--- config.mk ---
export PLATFORM = sky130hd
export DESIGN_NAME = procyon_fifo_wr_arb
export DESIGN_NICKNAME = d
export VERILOG_FILES = /design/src/rtl/procyon_lib_pkg.sv /design/src/rtl/procyon_rr_picker.sv /design/src/rtl/procyon_fifo_wr_arb.sv
export SDC_FILE = /design/constraint.sdc
export NUM_CORES = 1
export LEC_CHECK = 0
export BUFFER_PORTS_ARGS = -buffer_cell sky130_fd_sc_hd__buf_2
export CORE_MARGIN = 3
export CORE_UTILIZATION = 39
export CTS_BUF_LIST = sky130_fd_sc_hd__clkbuf_2
export CTS_CLUSTER_DIAMETER = 80
export DETAILED_ROUTE_END_ITERATION = 16
export PLACE_DENSITY = 0.75
export SYNTH_ARGS = -nofsm -noshare
export SYNTH_HDL_FRONTEND = slang
export SYNTH_SLANG_ARGS = --single-unit
--- constraint.sdc ---
create_clock -name clk -period 3.5 [get_ports clk]
set_clock_uncertainty 0.1 [all_clocks]
set_input_delay 0.525 -clock clk [delete_from_list [all_inputs] [get_ports clk]]
set_output_delay 0.525 -clock clk [all_outputs]
set_load 0.005 [all_outputs]
--- src/rtl/procyon_lib_pkg.sv ---
// Shared types and index helpers for the procyon arbitration blocks.
// Index math wraps by compare so requester counts need not be a power of two.
package procyon_lib_pkg;

  typedef enum logic {
    ARB_IDLE   = 1'b0,
    ARB_LOCKED = 1'b1
  } procyon_arb_state_t;

  // Next index after idx in a ring of n entries.
  function automatic int unsigned wrap_inc(input int unsigned idx, input int unsigned n);
    return (idx == n - 1) ? 32'd0 : idx + 32'd1;
  endfunction

  // (a + b) mod n for a, b already in [0, n).
  function automatic int unsigned wrap_add(input int unsigned a, input int unsigned b,
                                           input int unsigned n);
    int unsigned s;
    s = a + b;
    return (s >= n) ? s - n : s;
  endfunction

endpackage

--- src/rtl/procyon_rr_picker.sv ---
// Combinational round-robin picker: rotate requests so rr_ptr sits at bit 0,
// priority-encode the lowest set bit, then rotate the index back.
module procyon_rr_picker
  import procyon_lib_pkg::*;
#(
  parameter int NUM_REQ = 4,
  parameter int PTR_W   = $clog2(NUM_REQ)
) (
  input  logic [NUM_REQ-1:0] req_i,
  input  logic [PTR_W-1:0]   rr_ptr_i,
  output logic [NUM_REQ-1:0] grant_o,
  output logic [PTR_W-1:0]   idx_o,
  output logic               any_o
);

  logic [NUM_REQ-1:0] rot;
  logic [PTR_W-1:0]   src;
  logic [PTR_W-1:0]   sel;

  // NOTE: every signal driven here gets a default before any conditional
  // assignment, so no path leaves a value held and no latch is inferred.
  always_comb begin
    rot     = '0;
    src     = '0;
    sel     = '0;
    any_o   = 1'b0;
    grant_o = '0;
    for (int i = 0; i < NUM_REQ; i++) begin
      src    = PTR_W'(wrap_add(32'(i), 32'(rr_ptr_i), NUM_REQ));
      rot[i] = req_i[src];
    end
    // Scan downward so the last hit is the lowest rotated position.
    for (int i = NUM_REQ - 1; i >= 0; i--) begin
      if (rot[i]) begin
        any_o = 1'b1;
        sel   = PTR_W'(i);
      end
    end
    idx_o = PTR_W'(wrap_add(32'(sel), 32'(rr_ptr_i), NUM_REQ));
    if (any_o) grant_o[idx_o] = 1'b1;
  end

endmodule

--- src/rtl/procyon_fifo_wr_arb.sv ---
// Round-robin burst-aware arbiter sharing one FIFO write port between
// OPTN_NUM_REQ producers; acceptance is combinational in the valid cycle.
module procyon_fifo_wr_arb
  import procyon_lib_pkg::*;
#(
  parameter int OPTN_NUM_REQ    = 4,
  parameter int OPTN_DATA_WIDTH = 8
) (
  input  logic                                         clk,
  input  logic                                         n_rst,
  input  logic                                         i_flush,
  input  logic [OPTN_NUM_REQ-1:0]                      i_req_valid,
  input  logic [OPTN_NUM_REQ-1:0]                      i_req_last,
  input  logic [OPTN_NUM_REQ-1:0][OPTN_DATA_WIDTH-1:0] i_req_data,
  output logic [OPTN_NUM_REQ-1:0]                      o_req_ack,
  output logic                                         o_fifo_we,
  output logic [OPTN_DATA_WIDTH-1:0]                   o_fifo_data,
  input  logic                                         i_fifo_full,
  output logic                                         o_busy
);

  localparam int PTR_W = $clog2(OPTN_NUM_REQ);

  procyon_arb_state_t      state_q, state_d;
  logic [PTR_W-1:0]        rr_ptr_q, rr_ptr_d;
  logic [PTR_W-1:0]        owner_q, owner_d;

  logic [OPTN_NUM_REQ-1:0] pick_grant;
  logic [PTR_W-1:0]        pick_idx;
  logic                    pick_any;

  logic [OPTN_NUM_REQ-1:0] win_onehot;
  logic [PTR_W-1:0]        win_idx;
  logic                    win_valid;
  logic                    win_last;
  logic                    accept;

  procyon_rr_picker #(
    .NUM_REQ (OPTN_NUM_REQ),
    .PTR_W   (PTR_W)
  ) u_picker (
    .req_i    (i_req_valid),
    .rr_ptr_i (rr_ptr_q),
    .grant_o  (pick_grant),
    .idx_o    (pick_idx),
    .any_o    (pick_any)
  );

  // Winner: the picker's choice while idle, only the burst owner while locked.
  always_comb begin
    if (state_q == ARB_LOCKED) begin
      win_idx             = owner_q;
      win_valid           = i_req_valid[owner_q];
      win_onehot          = '0;
      win_onehot[owner_q] = 1'b1;
    end else begin
      win_idx    = pick_idx;
      win_valid  = pick_any;
      win_onehot = pick_grant;
    end
    win_last = i_req_last[win_idx];
    // Reset is folded in so nothing is acked or written while n_rst is low.
    accept   = win_valid & ~i_fifo_full & ~i_flush & n_rst;
  end

  // NOTE: state flops use non-blocking assignments so every flop samples
  // pre-edge values regardless of statement order.
  always_ff @(posedge clk or negedge n_rst) begin
    if (!n_rst) begin
      state_q  <= ARB_IDLE;
      rr_ptr_q <= '0;
      owner_q  <= '0;
    end else begin
      state_q  <= state_d;
      rr_ptr_q <= rr_ptr_d;
      owner_q  <= owner_d;
    end
  end

  always_comb begin
    state_d  = state_q;
    rr_ptr_d = rr_ptr_q;
    owner_d  = owner_q;
    if (i_flush) begin
      state_d = ARB_IDLE;
    end else if (accept) begin
      if (win_last) begin
        state_d  = ARB_IDLE;
        rr_ptr_d = PTR_W'(wrap_inc(32'(win_idx), OPTN_NUM_REQ));
      end else begin
        state_d = ARB_LOCKED;
        owner_d = win_idx;
      end
    end
  end

  always_comb begin
    o_req_ack   = accept ? win_onehot : '0;
    o_fifo_we   = accept;
    o_fifo_data = win_valid ? i_req_data[win_idx] : '0;
    o_busy      = (state_q == ARB_LOCKED);
  end

endmodule

==> results of run 1 <==
==> worst max-delay path by stage <==
stage	endpoint	cells past startpoint
6_report	o_fifo_data[6]	12
5_1_grt	o_fifo_data[5]	12
4_1_cts	o_fifo_data[6]	12
3_5_place_dp	o_fifo_data[6]	13
3_3_place_gp	o_fifo_data[6]	13
2_1_floorplan	o_fifo_data[0]	12
==> state kept, by name, summed over array words and instances (netlist names) <==
register,flops
o_busy,1
owner_q,2
rr_ptr_q,2
==> where the power goes <==
| part | total, W | switching (W) | internal [W] | leakage [nW] |
|---|---|---|---|---|
| combinational | 0.00160 | 0.000632 | 0.000964 | 0.634 |
| clock | 0.0000563 | 0.0000260 | 0.0000303 | 0.0166 |
| sequential | 0.000142 | 0.0000554 | 0.0000863 | 0.0614 |
| total | 0.00179 | 0.000713 | 0.00108 | 0.712 |
==> timing repair <==
| item | in CTS | in global routing |
|---|---|---|
| setup endpoints to repair | 8 | 8 |
| pin swaps | 2 | 0 |
| buffers inserted | 1 | 0 |
| hold buffers | 0 | 0 |
| hold endpoints to repair | 0 | 0 |
| resized for setup | 5 | 1 |
| gates cloned | 1 | 0 |
==> metal layers <==
metal  up-vias  share of wire [%]  global-route usage [%]
met5         -                  0                       0
met4         0                1.9                    11.9
met3         8                5.8                    4.27
met2        41                 53                    36.2
met1       495                 39                    25.5
li1        500                  -                       -
==> cells by family (layout without fill, tap and decap cells) <==
family | count (synthesis) | count (layout) | share of synthesized area (%)
AOI/OAI and AO/OA | 19 | 19 | 17.1
xor gates and xnor gates | 3 | 3 | 3.09
adders and majority gates | 1 | 1 | 1.47
buffers and inverters | 11 | 81 | 6.18
DFF | 5 | 5 | 14.7
muxes | 15 | 15 | 31.3
and+or+nand+nor | 41 | 41 | 26.2
==> layout make-up <==
cell class / count / area (µm²) / share of cell area, %
clock buffers: 4 / 20.0 / 1.42
inverters: 3 / 11.3 / 0.799
multi-input cells: 79 / 774 / 54.9
flip-flops and latches: 5 / 125 / 8.87
well taps: 27 / 33.8 / 2.40
repair buffers: 74 / 445 / 31.6
==> through the flow <==
step,util [%],cells,hold WS [ns]
floorplan,-,95,0.129
global placement,65.9,186,0.253
detailed placement,65.9,186,0.255
CTS,69.6,192,0.0144
global route,69.7,192,0.0129
finish,69.7,192,0.00633
==> worst register-to-register path: stages (launching register included) <==
cell      delay [ns]
dfrtp_1         0.42
nor2b_4         0.15
a221oi_2        0.20
a31oi_1         0.06
a211o_1         0.24
ha_2            0.19
xor2_2          0.15
or4_4           0.43
o211ai_4        0.15
buf_16          0.16
buf_4           0.11
mux2_2          0.37
nor2_2          0.13
mux2_1          0.33
==> placed cells by master (no fill, tap or decap), types with 2 or more instances in the layout <==
| master | synthesis | final |
|---|---|---|
| a21oi_1 | 4 | 4 |
| dfrtp_1 | 5 | 5 |
| mux4_2 | 9 | 9 |
| mux2i_1 | 3 | 3 |
| nor2b_4 | 0 | 9 |
| mux2_1 | 2 | 2 |
| nand2_1 | 4 | 4 |
| nor2_2 | 1 | 3 |
| nor2_1 | 10 | 8 |
| a31oi_1 | 2 | 2 |
| nand2b_1 | 3 | 3 |
| a21o_1 | 2 | 2 |
| inv_1 | 2 | 2 |
| nand3b_1 | 3 | 3 |
| buf_2 | 3 | 57 |
| clkbuf_2 | 0 | 4 |
| or3_1 | 2 | 2 |
| buf_4 | 0 | 15 |
| nand3_1 | 3 | 3 |
==> qor.yml, run 1 <==
status:
  outcome: "finished with violations"
  violations: "negative setup slack"
drt:
  route.vias.total: 1044
  postRouteAntennaNets: 0
  route.detailed.drc: 0
  first_pass_iters: 4
  via_per_inst: 5.44
  wl_um: 2790
  dr.first_iter.drc_count: 22
  drt-wirelength-per-cell_um: 14.5
power_and_ir_drop:
  powerDensity_nw_per_um2: 1270
  vdd_ir_drop_max_mv: 0.829
  power_leakage_nw: 0.712
  finalPower_w: 0.00179
floorplan:
  num_rows: 16
  die-area_um2: 2780
  die_height_um: 52.7
  die_x_um: 52.7
  start_util_pct: 42.1
  ios: 58
  core_region_area_um2: 2020
logic_synthesis:
  synth_warnings: 0
  ys_types: 40
  synth_common_cells: "10 x nor2_1, 10 x nor2b_1, 9 x mux4_2"
  synth_top_area_cell: "mux4_2"
  ys_seq_area_share_pct: 14.7
  netlist_instances: 95
  netlist_area_um2: 851
  syn_nets: 140
  ys_ff_latch: 5
  postSynth.asyncResetShare_pct: 100
  synth_top_area_share_pct: 23.8
  synth.top_cells.by_area: "mux4_2 24%, dfrtp_1 15%, nor2b_1 7.4%"
  synth_ff_type: "dfrtp_1"
  synth_edf_count: 0
  synth.avg_cell_area_um2: 8.96
clocking:
  clk_pin_slew_worst_paths_ns: 0.07
  clock_path_buffers: 2
  clock-root-buffer: "clkbuf_2"
  cts.sinks: 5
  htreeDepth: 1
  insertion_delay_ns: 0.22
  cts_buffers: 3
  cts_tree: "yes"
global_route:
  antenna_found_initial: 0
  grt_pass1_vias: 1049
  overflow: 0
  grt_pass1_wl_um: 4440
  grt_start_max_net_pins: 14
  grt_usage_pct: 21.6
layout:
  stdcell_area_um2: 1410
  layout-drive-gt1-share_pct: 65.5
  fin_nets: 211
  synthToLayoutAreaGrowth_pct: 65.7
  diodes: 0
  nFillCells: 170
critical_path:
  cpMaxStageDelayCell: "mux4_2"
  critPathBufInv: 2
  reg2reg_to: "rr_ptr_q[0]"
  max_stage_delay_ns: 0.50
  rr_worst_depth: 13
  worst_setup_path_start_kind: "flip-flop"
  crit_fanout: 5
  path_delay_family: "simple AND/OR/NAND/NOR gates"
  required_ns: 2.87
  critPathKind: "flip-flop to primary output"
  worst-r2r-setup-slack_ns: 0.21
  worstReg2RegStart: "rr_ptr_q[0]"
  cp_cell_sequence: "nor2b_4 > a221oi_2 > a31oi_1 > a211o_1 > ha_2 > xor2_2 > or4_4 > o211ai_4 > buf_12 > mux4_2 > nor2b_4 > buf_2"
  endpoint_kind: "primary output"
  crit_top_cell: "nor2b_4"
  crit_start: "rr_ptr_q[0]"
  arrival_ns: 3.12
worst_hold_path:
  hold_path.class: "input pin to async pin"
placement:
  io_buffers: 57
  place_congestion: 0.798
  pre_cts_ws_ns: -0.196
  place_area_um2: 1330
  hpwl_um: 2280
sta:
  clock.fmax_ghz: 0.267
  worst_slack_ns: -0.245
  setup_viol: 8
  min_period_ns: 3.75
  rsz0062_at_grt: "true"
  worstMarginPinSlew_ns: 0.380
  hold_viol: 0
  drv_slew: 0
  tns_ns: -1.85
  slew-limit-headroom_pct: 74.7
  finalCritPeriodShare_pct: 107
flow_run:
  maxCapViolCount: 0
No activity file was read; power rests on OpenSTA's default activity.
==> run 2: changes to the inputs <==
CELL_PAD_IN_SITES_DETAIL_PLACEMENT = 1   (was not set)
CELL_PAD_IN_SITES_GLOBAL_PLACEMENT = 1   (was not set)
CORE_UTILIZATION = 26   (was 39)
PLACE_DENSITY = 0.73   (was 0.75)
==> qor.yml, run 2 (synthesis results as in run 1) <==
placement:
  io_buffers: 57  # unchanged
  hpwl_um: 2830  # +24%
  place_congestion: 0.798  # about the same
  place_area_um2: 1410  # +6.1%
sta:
  tns_ns: -1.89  # -0.0440 ns
  finalCritPeriodShare_pct: 107  # +0.15 points
  setup_viol: 8  # unchanged
  clock.fmax_ghz: 0.267  # -0.14%
  hold_viol: 0  # unchanged
  worst_slack_ns: -0.251  # -0.00542 ns
  rsz0062_at_grt: "true"
  drv_slew: 0  # unchanged
  slew-limit-headroom_pct: 65.1  # -9.5 points
  min_period_ns: 3.75  # +0.00542 ns
  worstMarginPinSlew_ns: 0.523  # +0.143 ns
layout:
  layout-drive-gt1-share_pct: 68.4  # +2.9 points
  stdcell_area_um2: 1520  # +7.5%
  final_common_cell: "buf_2"
  final_cell_mix: "57 x buf_2, 24 x buf_4, 9 x mux4_2, 9 x nor2b_4, 8 x nor2_1"
  synthToLayoutAreaGrowth_pct: 78.1
  diodes: 0  # unchanged
  nFillCells: 390  # +130%
  fin_nets: 220  # +4.3%
status:
  violations: "negative setup slack"
  outcome: "finished with violations"
floorplan:
  die_height_um: 63.2  # +20%
  die_x_um: 63.2  # +20%
  start_util_pct: 27.6  # -14 points
  num_rows: 20  # +4
  die-area_um2: 3990  # +44%
  ios: 58  # unchanged
  core_region_area_um2: 3080  # +52%
critical_path:
  crit_fanout: 5  # unchanged
  critPathBufInv: 4  # +2
  cp_cell_sequence: "buf_2 > buf_4 > nor2_2 > nor4_4 > a211o_1 > ha_2 > xor2_2 > or4_4 > o211ai_4 > buf_12 > mux4_2 > nor2b_4 > buf_2"
  arrival_ns: 3.13  # about the same
  max_stage_delay_ns: 0.50  # about the same
  path_delay_family: "simple AND/OR/NAND/NOR gates"
  endpoint_kind: "primary output"
  crit_top_cell: "buf_2"
  worst_setup_path_start_kind: "input pin"
  cpMaxStageDelayCell: "mux4_2"
  required_ns: 2.87  # about the same
  critPathKind: "input pin to primary output"
clocking:
  clk_pin_slew_worst_paths_ns: 0.06  # about the same
  cts.sinks: 5  # unchanged
  cts_buffers: 3  # unchanged
  holdBufCountCts: 0  # unchanged
  clock_path_buffers: 2  # unchanged
  cts_tree: "yes"
  htreeDepth: 1  # unchanged
  insertion_delay_ns: 0.23  # about the same
  clock-root-buffer: "clkbuf_2"
drt:
  drt-met1-wl_um: 1490  # +36%
  drt-wirelength-per-cell_um: 16.0  # +10%
  via_per_inst: 4.96  # -8.8%
  met3_length_um: 111  # -31%
  dr.first_iter.drc_count: 28  # +27%
  wl_um: 3500  # +25%
  route.detailed.drc: 0  # unchanged
  wl_met2_um: 1840  # +24%
  first_pass_iters: 3  # -1
  route.vias.total: 1081  # +3.5%
  postRouteAntennaNets: 0  # unchanged
  highest_layer: "met4"
power_and_ir_drop:
  power_leakage_nw: 0.757  # +6.4%
  vdd_ir_drop_max_mv: 0.514  # -38%
  powerDensity_nw_per_um2: 1230  # -3.5%
global_route:
  grt_pass1_wl_um: 5530  # +25%
  overflow: 0  # unchanged
  grt_pass1_vias: 1198  # +14%
  grt_start_max_net_pins: 14  # unchanged
  grt_usage_pct: 17.2  # -4.4 points
  antenna_found_initial: 0  # unchanged
worst_hold_path:
  hold_path.class: "input pin to async pin"
flow_run:
  maxCapViolCount: 0  # unchanged
[run 2: cell count changes in the layout (fill, tap and decap cells not counted)]
| cell | previous run | this run |
|---|---|---|
| buf_4 | 15 | 24 |
| dfrtp_1 | 5 | 4 |
| dfrtp_2 | 0 | 1 |
| nor4_1 | 1 | 0 |
| nor4_4 | 0 | 1 |
[run 2: per-stage QoR]
stage | utilization (%) | total power, W | setup WS [ns] | hold slack, ns | instances
after floorplan | - | 0.00115 | -0.00351 | 0.129 | 95
after global placement | 45.9 | 0.00159 | -0.170 | 0.250 | 211
after detailed placement | 45.9 | 0.00164 | -0.187 | 0.262 | 211
after CTS | 48.5 | 0.00185 | -0.255 | 0.00167 | 217
after global routing | 49.2 | 0.00201 | -0.365 | 0.0108 | 218
final | 49.2 | 0.00186 | -0.251 | 0.0115 | 218
[run 2: area by class of cell]
cell class | count | area [µm²] | share of cell area (%)
Clock buffer | 4 | 20.0 | 1.32
Timing Repair Buffer | 83 | 513 | 33.9
Inverter | 3 | 11.3 | 0.743
Multi-Input combinational cell | 79 | 790 | 52.1
Sequential cell | 5 | 126 | 8.34
Tap cell | 44 | 55.1 | 3.63
[run 2: worst reg2reg max path: stages, from the launching register on]
cell and delay (ns):
dfrtp_2 0.43, nor2b_4 0.14, a221oi_2 0.20, a31oi_1 0.07, a211o_1 0.24, ha_2 0.18, xor2_2 0.15, or4_4 0.43
o211ai_4 0.14, buf_16 0.15, buf_4 0.12, mux2_2 0.35, nor2_2 0.12, mux2_1 0.36
[run 2: worst paths after layout]
check	slack (ns)	end	from	depth (start not counted)
max reg2reg	0.21	rr_ptr_q[0]	rr_ptr_q[0]	13
max in group asynchronous	3.11	rr_ptr_q[0]	n_rst	1
min reg2reg	0.54	owner_q[1]	owner_q[1]	1
max	-0.25	o_fifo_data[3]	i_req_valid[1]	13
min	0.01	owner_q[1]	n_rst	1
min in group clk	0.37	o_busy	i_flush	2
[run 2: timing repair]
item / in CTS / in global routing
buffers inserted: 1 / 1
setup endpoints to repair: 8 / 9
gates resized for setup: 6 / 3
gates cloned: 1 / 0
pin swaps: 2 / 2
[run 2: routing by layer]
layer / global-route usage, % / vias up
met5: 0 / -
met4: 4.85 / 0
met3: 2.67 / 6
met2: 30.7 / 20
met1: 21.3 / 537
li1: - / 518
[run 2: where the power goes]
group / switching [W] / internal (W) / total, W
Combinational: 0.000662 / 0.000997 / 0.00166
Sequential: 0.0000573 / 0.0000875 / 0.000145
Clock: 0.0000251 / 0.0000303 / 0.0000554
==> run 3: changes to the inputs <==
CORE_UTILIZATION = 29   (was 26)
SYNTH_HIERARCHICAL = 1   (was not set)
==> qor.yml, run 3 <==
placement:
  pre_cts_ws_ns: 0.116  # +0.304 ns
  place_congestion: 0.812  # +1.8%
  io_buffers: 57  # unchanged
  hpwl_um: 2640  # -6.5%
power_and_ir_drop:
  finalPower_w: 0.00157  # -16%
  power_leakage_nw: 0.624  # -18%
  vdd_ir_drop_max_mv: 0.429  # -17%
  powerDensity_nw_per_um2: 1120  # -8.7%
sta:
  drv_slew: 0  # unchanged
  slew-limit-headroom_pct: 61.2  # -4.0 points
  setup_viol: 0  # -8
  finalCritPeriodShare_pct: 96.0  # -11 points
  worstMarginPinSlew_ns: 0.577  # +0.0540 ns
  holdWs_ns: 0.431  # +0.420 ns
  clock.fmax_ghz: 0.298  # +12%
  hold_viol: 0  # unchanged
  worst_slack_ns: 0.139  # +0.390 ns
  min_period_ns: 3.36  # -0.390 ns
clocking:
  clk_pin_slew_worst_paths_ns: 0.07  # about the same
  cts.sinks: 5  # unchanged
  htreeDepth: 1  # unchanged
  insertion_delay_ns: 0.24  # about the same
  clock_path_buffers: 2  # unchanged
  cts_buffers: 3  # unchanged
  cts_tree: "yes"
  clock-root-buffer: "clkbuf_2"
flow_run:
  maxCapViolCount: 0  # unchanged
drt:
  via_per_inst: 5.04  # +1.6%
  route.detailed.drc: 0  # unchanged
  first_pass_iters: 3  # unchanged
  route.vias.total: 1078  # -0.28%
  drt-met1-wl_um: 1320  # -12%
  dr.first_iter.drc_count: 25  # -11%
  wl_met2_um: 1840  # -0.16%
  drt-wirelength-per-cell_um: 15.2  # -5.1%
  postRouteAntennaNets: 0  # unchanged
  wl_um: 3260  # -6.9%
  highest_layer: "met3"
  met3_length_um: 99  # -11%
critical_path:
  crit_fanout: 14  # +9
  critPathKind: "input pin to primary output"
  endpoint_kind: "primary output"
  arrival_ns: 2.74  # -0.39 ns
  worst_setup_path_start_kind: "input pin"
  required_ns: 2.87  # about the same
global_route:
  grt_start_max_net_pins: 17  # +3
  grt_pass1_vias: 1123  # -6.3%
  grt_usage_pct: 15.2  # -2.0 points
  grt_pass1_wl_um: 5160  # -6.6%
  antenna_found_initial: 0  # unchanged
  overflow: 0  # unchanged
logic_synthesis:
  ys_seq_area_share_pct: 12.0  # -2.7 points
  ys_types: 39  # -2.5%
  synth_edf_count: 0  # unchanged
  synth_common_cells: "14 x nand2_1, 10 x nor2b_1, 8 x mux4_2, 8 x nor2_1, 7 x mux2i_1"
  synth_warnings: 6  # +6
  netlist_area_um2: 1040  # +22%
  netlist_instances: 110  # +16%
  yosysMostFrequentCell: "nand2_1"
  synth.avg_cell_area_um2: 9.44  # +5.4%
  ys_ff_latch: 5  # unchanged
  postSynth.asyncResetShare_pct: 100  # unchanged
  synth_top_area_cell: "mux4_2"
  syn_nets: 155  # +11%
  synth_top_area_share_pct: 17.3  # -6.5 points
  synth.top_cells.by_area: "mux4_2 17%, dfrtp_1 12%, mux2i_1 6.7%"
  synth_ff_type: "dfrtp_1"
layout:
  layout-drive-gt1-share_pct: 49.4  # -19 points
  fin_nets: 214  # -2.7%
  final_common_cell: "buf_2"
  final_cell_mix: "57 x buf_2, 14 x nand2_1, 10 x nor2b_1"
  synthToLayoutAreaGrowth_pct: 34.9
  nFillCells: 402  # +3.1%
  diodes: 0  # unchanged
floorplan:
  die_x_um: 65.8  # +4.2%
  die_height_um: 65.8  # +4.2%
  start_util_pct: 30.6  # +3.0 points
  core_region_area_um2: 3390  # +10%
  num_rows: 21  # +5.0%
  ios: 58  # unchanged
  die-area_um2: 4330  # +8.5%
status:
  outcome: "finished clean"
worst_hold_path:
  hold_path.class: "input pin to flip-flop"
## run 3: layout make-up
| cell class | instances | area, µm² | share of cell area, % |
|---|---|---|---|
| inverter | 4 | 15.0 | 1.07 |
| multi-input combinational | 93 | 845 | 60.3 |
| timing repair buffer | 62 | 338 | 24.1 |
| sequential | 5 | 126 | 9.02 |
| tap | 46 | 57.6 | 4.11 |
| clock buffer | 4 | 20.0 | 1.43 |
## run 3: power by group
group / switching [W] / internal [W]
Combinational: 0.000600 / 0.000751
Clock: 0.0000269 / 0.0000302
Sequential: 0.0000787 / 0.0000822
## run 3: through the flow
step	instance area, µm²	setup TNS (ns)	cells	utilization, %
global route	1400	-0.0850	214	41.3
CTS	1380	0	214	40.8
floorplan	1040	0	110	-
global placement	1350	0	209	39.9
detailed placement	1350	0	209	39.9
finish	1400	0	214	41.3
## run 3: final timing paths
| kind | endpoint | startpoint | slack (ns) | cells past startpoint |
|---|---|---|---|---|
| setup / recovery | o_fifo_data[5] | i_req_valid[0] | 0.14 | 11 |
| hold / removal | o_busy | i_flush | 0.43 | 2 |
| setup reg to reg | owner_q[1] | rr_ptr_q[1] | 0.64 | 12 |
| hold reg to reg | rr_ptr_q[1] | rr_ptr_q[1] | 0.59 | 1 |
| max in group asynchronous | rr_ptr_q[1] | n_rst | 2.54 | 2 |
| min in group asynchronous | o_busy | n_rst | 0.57 | 2 |
## run 3: critical path, cell delays in order
cell and delay [ns]:
buf_2 0.15, nor2_1 0.12, a2bb2oi_1 0.18, o211ai_1 0.11
o21a_1 0.13, ha_1 0.34, mux2i_4 0.19, buf_12 0.18
mux4_1 0.54, nor2b_1 0.14, buf_2 0.12
## run 3: kinds of logic after synthesis
family | after synthesis | synth area share, %
AND/OR/NAND/NOR | 45 | 22.0
AO/OA/AOI/OAI | 22 | 18.6
multiplexers | 22 | 35.4
buffers and inverters | 12 | 8.19
flip-flops | 5 | 12.0
XOR/XNOR | 3 | 2.53
adder cells (fa/ha/maj) | 1 | 1.20
## run 3: timing repair
action | CTS | global route
hold endpoints to repair | 2 | 0
resized for setup | 0 | 3
setup endpoints to repair | 0 | 8
buffers inserted | 0 | 0
hold buffers | 1 | 0
## run 3: routing by layer
| metal | GRT usage, % | vias to the layer above |
|---|---|---|
| met2 | 27.8 | 13 |
| met1 | 18.8 | 530 |
| met5 | 0 | - |
| met3 | 3.40 | 0 |
| met4 | 0.777 | 0 |
| li1 | - | 535 |
